## src/rtl/memory_access_stage_if.sv

```systemverilog
// Data memory bus between the M stage and the data memory.
// The master raises dmem_req with address/controls; the slave answers with dmem_ack (and dmem_rdata for loads) in the same or a later cycle.
interface memory_access_stage_if #(
  parameter int AW = 32,
  parameter int DW = 32
);
  logic          dmem_req;
  logic          dmem_we;
  logic [AW-1:0] dmem_addr;
  logic [DW-1:0] dmem_wdata;
  logic          dmem_ack;
  logic [DW-1:0] dmem_rdata;

  modport master (
    output dmem_req, dmem_we, dmem_addr, dmem_wdata,
    input  dmem_ack, dmem_rdata
  );

  modport slave (
    input  dmem_req, dmem_we, dmem_addr, dmem_wdata,
    output dmem_ack, dmem_rdata
  );
endinterface

```

## src/rtl/memory_access_stage.sv

```systemverilog
// Pipeline M stage: issues data memory accesses, stalls while waiting for ack,
// applies a bounded timeout and misalignment check, and registers the M->W pipeline latch.
module memory_access_stage #(
  parameter int ALUOut_width   = 32,
  parameter int ReadDat_width  = 32,
  parameter int WriteReg_width = 5,
  parameter int TIMEOUT        = 16
) (
  input  logic                      CLK,
  input  logic                      RST,
  input  logic                      RegWriteM,
  input  logic                      MemtoRegM,
  input  logic                      MemWriteM,
  input  logic [ALUOut_width-1:0]   ALUOutM,
  input  logic [ReadDat_width-1:0]  WriteDataM,
  input  logic [WriteReg_width-1:0] WriteRegM,
  memory_access_stage_if.master     dmem,
  output logic                      StallM,
  output logic                      RegWriteW,
  output logic                      MemtoRegW,
  output logic [ALUOut_width-1:0]   ALUOutW,
  output logic [ReadDat_width-1:0]  ReadDataW,
  output logic [WriteReg_width-1:0] WriteRegW,
  output logic                      MemErr,
  output logic                      fsm_state
);

  typedef enum logic {
    IDLE = 1'b0,
    WAIT = 1'b1
  } state_t;

  localparam logic [7:0] TIMEOUT_LAST = 8'(TIMEOUT - 1);

  state_t     state;
  logic [7:0] wait_cnt;

  logic access;
  logic misaligned;
  logic in_wait;
  logic timeout_hit;
  logic req;
  logic complete;
  logic mis_err;

  assign access      = MemtoRegM | MemWriteM;
  assign misaligned  = access & (ALUOutM[1:0] != 2'b00);
  assign in_wait     = (state == WAIT);
  assign timeout_hit = in_wait & ~dmem.dmem_ack & (wait_cnt == TIMEOUT_LAST);
  // Gated by RST so every output is zero while reset is held, even with a live access on the M inputs.
  assign req         = RST & ((~in_wait & access & ~misaligned) | in_wait);
  assign complete    = req & dmem.dmem_ack;
  assign mis_err     = ~in_wait & misaligned;

  assign dmem.dmem_req   = req;
  assign dmem.dmem_we    = req & MemWriteM;
  assign dmem.dmem_addr  = req ? ALUOutM : '0;
  assign dmem.dmem_wdata = req ? WriteDataM : '0;

  assign StallM    = req & ~dmem.dmem_ack & ~timeout_hit;
  assign fsm_state = state;

  // wait_cnt counts the request cycle too, so TIMEOUT bounds the total cycles an access may take.
  always_ff @(posedge CLK or negedge RST) begin
    if (!RST) begin
      state     <= IDLE;
      wait_cnt  <= 8'd0;
      RegWriteW <= 1'b0;
      MemtoRegW <= 1'b0;
      ALUOutW   <= '0;
      ReadDataW <= '0;
      WriteRegW <= '0;
      MemErr    <= 1'b0;
    end else begin
      case (state)
        IDLE: begin
          if (req && !dmem.dmem_ack) begin
            state    <= WAIT;
            wait_cnt <= 8'd1;
          end
        end
        WAIT: begin
          if (dmem.dmem_ack || timeout_hit) begin
            state    <= IDLE;
            wait_cnt <= 8'd0;
          end else begin
            wait_cnt <= wait_cnt + 8'd1;
          end
        end
        default: begin
          state    <= IDLE;
          wait_cnt <= 8'd0;
        end
      endcase

      if (StallM || timeout_hit || mis_err) begin
        RegWriteW <= 1'b0;
        MemtoRegW <= 1'b0;
        ALUOutW   <= '0;
        ReadDataW <= '0;
        WriteRegW <= '0;
      end else begin
        RegWriteW <= RegWriteM;
        MemtoRegW <= MemtoRegM;
        ALUOutW   <= ALUOutM;
        ReadDataW <= (complete && MemtoRegM) ? dmem.dmem_rdata : '0;
        WriteRegW <= WriteRegM;
      end

      MemErr <= MemErr | timeout_hit | mis_err;
    end
  end

endmodule

```

## src/flat_wrapper.sv

```systemverilog
// flat-port wrapper written by rule: the top's interface ports become plain ports
module memory_access_stage_flat 
#(
  parameter int ALUOut_width   = 32,
  parameter int ReadDat_width  = 32,
  parameter int WriteReg_width = 5,
  parameter int TIMEOUT        = 16
)
  (CLK, RST, RegWriteM, MemtoRegM, MemWriteM, ALUOutM, WriteDataM, WriteRegM, StallM, RegWriteW, MemtoRegW, ALUOutW, ReadDataW, WriteRegW, MemErr, fsm_state, dmem_dmem_req, dmem_dmem_we, dmem_dmem_addr, dmem_dmem_wdata, dmem_dmem_ack, dmem_dmem_rdata);
  memory_access_stage_if #(.AW(32), .DW(32)) dmem_i ();
  input  logic CLK;
  input  logic RST;
  input  logic RegWriteM;
  input  logic MemtoRegM;
  input  logic MemWriteM;
  input  logic [ALUOut_width-1:0] ALUOutM;
  input  logic [ReadDat_width-1:0] WriteDataM;
  input  logic [WriteReg_width-1:0] WriteRegM;
  output logic StallM;
  output logic RegWriteW;
  output logic MemtoRegW;
  output logic [ALUOut_width-1:0] ALUOutW;
  output logic [ReadDat_width-1:0] ReadDataW;
  output logic [WriteReg_width-1:0] WriteRegW;
  output logic MemErr;
  output logic fsm_state;
  output wire logic [$bits(dmem_i.dmem_req)-1:0] dmem_dmem_req;
  output wire logic [$bits(dmem_i.dmem_we)-1:0] dmem_dmem_we;
  output wire logic [$bits(dmem_i.dmem_addr)-1:0] dmem_dmem_addr;
  output wire logic [$bits(dmem_i.dmem_wdata)-1:0] dmem_dmem_wdata;
  input wire logic [$bits(dmem_i.dmem_ack)-1:0] dmem_dmem_ack;
  input wire logic [$bits(dmem_i.dmem_rdata)-1:0] dmem_dmem_rdata;
  assign dmem_dmem_req = dmem_i.dmem_req;
  assign dmem_dmem_we = dmem_i.dmem_we;
  assign dmem_dmem_addr = dmem_i.dmem_addr;
  assign dmem_dmem_wdata = dmem_i.dmem_wdata;
  assign dmem_i.dmem_ack = dmem_dmem_ack;
  assign dmem_i.dmem_rdata = dmem_dmem_rdata;
  memory_access_stage #(.ALUOut_width(ALUOut_width), .ReadDat_width(ReadDat_width), .WriteReg_width(WriteReg_width), .TIMEOUT(TIMEOUT)) u_core (.CLK(CLK), .RST(RST), .RegWriteM(RegWriteM), .MemtoRegM(MemtoRegM), .MemWriteM(MemWriteM), .ALUOutM(ALUOutM), .WriteDataM(WriteDataM), .WriteRegM(WriteRegM), .dmem(dmem_i), .StallM(StallM), .RegWriteW(RegWriteW), .MemtoRegW(MemtoRegW), .ALUOutW(ALUOutW), .ReadDataW(ReadDataW), .WriteRegW(WriteRegW), .MemErr(MemErr), .fsm_state(fsm_state));
endmodule
```

## config.mk

```make
export PLATFORM = sky130hd
export DESIGN_NAME = memory_access_stage_flat
export DESIGN_NICKNAME = d
export VERILOG_FILES = /design/src/rtl/memory_access_stage_if.sv /design/src/rtl/memory_access_stage.sv /design/src/flat_wrapper.sv
export SDC_FILE = /design/constraint.sdc
export NUM_CORES = 1
export LEC_CHECK = 0
export CAP_MARGIN = 20
export CORE_MARGIN = 2
export CORE_UTILIZATION = 35
export DETAILED_ROUTE_END_ITERATION = 10
export GPL_TIMING_DRIVEN = 0
export PLACE_DENSITY = 0.81
export SYNTH_ARGS = -nofsm -noshare
export SYNTH_HDL_FRONTEND = slang
export SYNTH_SLANG_ARGS = --single-unit
export TNS_END_PERCENT = 100
```

## constraint.sdc

```tcl
create_clock -name CLK -period 2.3 [get_ports CLK]
set_clock_uncertainty 0.2 [all_clocks]
set_input_delay 0.23 -clock CLK [delete_from_list [all_inputs] [get_ports CLK]]
set_output_delay 0.23 -clock CLK [all_outputs]
set_load 0.05 [all_outputs]
```

* Yosys cells after proc, flatten, opt, wreduce, memory -nomap -nowiden
Cells that the tools add are included.
** Cells by class
- Equal/unequal tests :: 2
- Reduce and logical (&&, ||, !) cells :: 7
- Bitwise operators :: 19
- Muxes and demuxes :: 14
- $add $sub $neg :: 1
** Operators by type and width (count)
- 32-bit 2-to-1 mux :: 5
- 8-bit 2-to-1 mux :: 2
- 8-bit case mux with 2 select lines :: 1
- 1-bit bitwise AND :: 11
- 8-bit by 1-bit adder with 8-bit output, second input constant :: 1
- 8-bit by 4-bit == test with 1-bit output, second input constant :: 1
- 5-bit 2-to-1 mux :: 1
- 1-bit 2-to-1 mux :: 4
- 1-bit NOT :: 4
- 1-bit bitwise OR :: 4
- 1-bit logical OR :: 3
- 1-bit logical AND :: 2
- 2-bit inequality test, second input constant :: 1
- 1-bit case mux with 2 select lines :: 1
- 2-bit nonzero test :: 1
- 1-bit zero test :: 1
** Word-level totals
- Output and inout bits :: 140
- Word-level logic and storage cells :: 51
- Bits in registers :: 81
- Bits of input ports :: 107

* Depth between registers and ports, before layout
- Word-level depth :: 11
- Mapped depth :: 8
- Gate-level depth less buffers :: 5

* Worst setup path after synthesis
Ideal clock, no wire load.
- Path type :: register -> output
- From :: reg u_core.state (netlist: u_core.fsm_state)
- To :: out dmem_dmem_addr[22]
- Arrival time :: 2233 ps
- Buffers on the path :: 2
- Path slack :: -363 ps
- Cell stages (with the launch flop) :: 6
- Required time :: 1870 ps
- Cells stage by stage :: dfrtp_1 -> buf_2 -> a21oi_2 -> nor2_1 -> clkbuf_1 -> and2_1
** On the way
- Cells in the longest elaborated chain, start to end :: 6
** Ends and longest elaborated chain
- start, declared :: line memory_access_stage.sv:35 : state_t state;
- start signal, assigned :: line memory_access_stage.sv:66 : state <= IDLE;
- start signal, assigned :: line memory_access_stage.sv:78 : state <= WAIT;
- start signal, assigned :: line memory_access_stage.sv:84 : state <= IDLE;
- 1-bit NOT :: line memory_access_stage.sv:51 : assign req = RST & ((~in_wait & access & ~misaligned) | in_wait);
- 1-bit bitwise AND (2 in a row) :: line memory_access_stage.sv:51
- 1-bit bitwise OR (*) :: line memory_access_stage.sv:51
- 1-bit bitwise AND (*) :: line memory_access_stage.sv:51
- named net dmem_dmem_req :: line flat_wrapper.sv:27 : output wire logic [$bits(dmem_i.dmem_req)-1:0] dmem_dmem_req;
- 32-bit 2-to-1 mux (*) :: line memory_access_stage.sv:57 : assign dmem.dmem_addr = req ? ALUOutM : '0;
- end, declared :: line flat_wrapper.sv:29 : output wire logic [$bits(dmem_i.dmem_addr)-1:0] dmem_dmem_addr;
The timed path passes the listed nets; every way through them passes the cells marked *.

* Worst setup path in the final report
- From :: reg u_core.state (netlist: u_core.fsm_state)
- To :: out dmem_dmem_addr[7]
** On the way
- Cells in the longest elaborated chain, start to end :: 6
** Ends and longest elaborated chain (line)
- 1-bit NOT :: memory_access_stage.sv:51
- 1-bit bitwise AND (2 in a row) :: memory_access_stage.sv:51
- 1-bit bitwise OR (*) :: memory_access_stage.sv:51
- 1-bit bitwise AND (*) :: memory_access_stage.sv:51
- 32-bit 2-to-1 mux (*) :: memory_access_stage.sv:57
Mark *: on every way between the ends. The rest lies on a longest branch, timed or not.

==> results.toml <==
[grt]
grtUsageTotal = 0.222
grt-busiest-layer = "met2"
grt_pass1_vias = 3535
grt_pass1_wl_mm = 18.7
gr-total-overflow = 0
grt_use_met2 = 0.406
grt_max_degree = 53
met1_usage = 0.245
gr-usage-met3 = 0.0585
antenna_found_initial = 0

[timing]
drv_slew = 0
finalSetupTns_ns = 0
fmax_mhz = 453
layout_min_cycle_time_ns = 2.21
finalSetupViolCount = 0
finalHoldViolations = 0
tightest_slew_ns = 0.557
post-route-period-util = 0.960
slew-limit-headroom = 0.627

[yosys]
synth-seq-cells = 81
synth-edff-count = 0
synthArstFlopShare = 1.00
synthXorXnorAreaFrac = 0
syn_nets = 444
synth_top_family_by_area = "simple AND/OR/NAND/NOR gates"
ys.flop_type = "dfrtp_1"
syn_area_um2 = 3470
synthCells = 336
synth_top_area_cell = "dfrtp_1"
muxShareOfSynthArea = 0
synth_compound_gate_area_share = 0.104
synth_area_leaders = "dfrtp_1 (58%), and2_1 (17%), a21oi_1 (5.8%)"
yosys.area_share.simple = 0.268
syn_area_per_cell_um2 = 10.3
yosys.area.top_type_share = 0.584
synthTopCellsByCount = "and2_1 (96), dfrtp_1 (81), nand2_1 (45), a21oi_1 (40), clkbuf_1 (12)"
synth_fa_ha_area_frac = 0.00360
ys_types = 34
yosysWarnings = 0
synth.most_common_cell = "and2_1"
ys_seq_area_frac = 0.584

[finish]
register_area_um2 = 2030
area_delta_synth_final_pct = 81.8
antenna_cells = 0
n_fill_cell = 800
fin_nets = 707
drive_gt1_frac = 0.209
multi_input_area_um2 = 1360

[critical_path]
cpMostUsedCell = "buf_6"
path_buf_inv = 4
cp_slowest_cell = "dfrtp_1"
reg2reg_setup_slack_ns = 0.16
cp_top_family = "buffers and inverters"
timing.critical_path.cells = "buf_6 -> a21oi_4 -> nor2_4 -> buf_6 -> clkbuf_4 -> and2_1 -> buf_4"
worstSetupStartpointType = "flop"
cp-end-kind = "primary output"
reg2reg_from = "u_core.fsm_state"
cp_max_fo = 10
timing.rr.end = "u_core.ReadDataW[26]"
path_class = "flop to primary output"
arrival_ns = 1.78
cp_slowest_stage_delay_ns = 0.39
rr_worst_depth = 9
cp.required_ns = 1.87

[min_path]
min_from = "ALUOutM[1]"
hold_path.class = "input pin to flop"
worst_hold_path.num_cells = 3
whs_endpoint = "u_core.ALUOutW[1]"

[place]
dpl.hpwl_mm = 9.18
gp_congestion = 0.771
portBuffers = 246

[flow_run]
cap_violations = 0

[drt]
ant_nets = 0
drt-total-wl_mm = 11.7
wire_per_inst_um = 15.9
drt_iter0_markers = 148
drc_errors = 0
drt_pre_antenna_iters = 4
avgViaCountPerCell = 4.66
vias = 3438

[die]
die_h_um = 104
io_pins = 247
die-area_um2 = 10700
start_util = 0.359
core-area_um2 = 9680
die_w_um = 104
num_rows = 36

[clock_network]
root_buffer = "clkbuf_8"
cts_sinks = 81
clk_pin_slew_ns = 0.08
cts_tree = "yes"
cts_buffer_depth = 2
clk_latency_ns = 0.34
numCtsBuffers = 9
ctsHtreeMaxLevel = 3

[power_and_ir_drop]
ir_drop_mv = 0.281
power.density_nw_per_um2 = 640
total_power_mw = 4.04
p_leak_nw = 3.01

[run_status]
status = "completed"
## how the worst max path moves through the flow
stage / from / to / slack (ns) / cells past startpoint
after floorplan: u_core.fsm_state / dmem_dmem_addr[22] / 0.03 / 5
after global routing: u_core.fsm_state / dmem_dmem_wdata[29] / -0.005 / 7
after detailed placement: ALUOutM[0] / dmem_dmem_addr[7] / -0.81 / 8
after CTS: ALUOutM[0] / dmem_dmem_wdata[10] / 0.0005 / 7
after global placement: RST / dmem_dmem_addr[2] / -3.77 / 7
final: u_core.fsm_state / dmem_dmem_addr[7] / 0.09 / 7
## layer usage
layer | up-vias | share of wire
li1 | 1615 | -
met1 | 1630 | 0.37
met5 | - | 0
met3 | 21 | 0.074
met4 | 0 | 0.027
met2 | 172 | 0.53
## worst reg2reg max path, stage by stage, from the launching register on
cell and delay (ns):
dfrtp_1 0.37, buf_6 0.15, a21oi_4 0.05, buf_4 0.13
buf_4 0.12, buf_4 0.12, buf_4 0.14, nor3_4 0.30
clkbuf_1 0.33, and2_1 0.18
## metrics by stage
step | worst slack [ns] | cell area [um2] | instances | hold slack, ns | util
3_5_place_dp | -0.810 | 6140 | 716 | 0.0142 | 0.634
5_1_grt | -0.00466 | 6310 | 737 | 0.0265 | 0.652
4_1_cts | 0.000479 | 6290 | 737 | 0.0840 | 0.650
2_1_floorplan | 0.0326 | 3480 | 336 | -0.266 | -
6_report | 0.0918 | 6310 | 737 | 0.0287 | 0.652
3_3_place_gp | -3.77 | 6110 | 715 | 0.258 | 0.631
## kinds of logic (layout without fill, tap and decap cells)
kind of cell,after synthesis,count (layout)
AND/OR/NAND/NOR,166,166
flip-flops,81,81
AO/OA/AOI/OAI,60,60
buffers and inverters,28,296
adder cells (fa/ha/maj),1,1
## power breakdown
| group | switching, mW | total, mW | internal, mW |
|---|---|---|---|
| combinational | 0.749 | 1.24 | 0.488 |
| sequential | 0.0585 | 1.58 | 1.52 |
| clock | 0.502 | 1.23 | 0.723 |
| total | 1.31 | 4.04 | 2.73 |
## layout make-up
class,instances,share of cell area
multi-input cells,227,0.215
inverters,3,0.00238
flip-flops and latches,81,0.322
clock buffers,11,0.0208
clock inverters,5,0.0165
repair buffers,254,0.376
plain buffers,23,0.0214
well taps,133,0.0264
## state kept, by name (all words and copies together), names as in the netlist
register	cells
u_core.MemtoRegW	1
u_core.RegWriteW	1
u_core.ALUOutW	32
u_core.wait_cnt	8
u_core.MemErr	1
u_core.ReadDataW	32
u_core.WriteRegW	5
u_core.fsm_state	1
## placed cells by master, fill, tap and decap left out, types with 3 or more instances in the layout
cell / synthesis / final
clkdlybuf4s15_2: 0 / 5
clkdlybuf4s50_1: 0 / 174
dlymetal6s2s_1: 0 / 3
a31oi_1: 3 / 3
and2_2: 0 / 9
a41oi_1: 3 / 3
a21oi_1: 40 / 40
clkbuf_8: 0 / 9
buf_2: 6 / 25
dlygate4sd2_1: 0 / 3
and2_1: 96 / 87
and3_1: 5 / 4
bufinv_16: 0 / 3
clkbuf_2: 4 / 3
buf_6: 3 / 5
nand2_1: 45 / 45
clkbuf_4: 0 / 3
dfrtp_1: 81 / 79
a21o_1: 3 / 3
clkbuf_1: 12 / 10
nand3_1: 3 / 3
nor2_1: 6 / 4
buf_4: 0 / 45
## timing repair
item / CTS / global route
hold endpoints to repair: 30 / 0
hold buffers: 2 / 0
endpoints found under the setup margin: 67 / 87
resized for setup: 359 / 22
pin swaps: 2 / 0
setup buffers: 4 / 1
No activity file was read; power rests on OpenSTA's default activity.
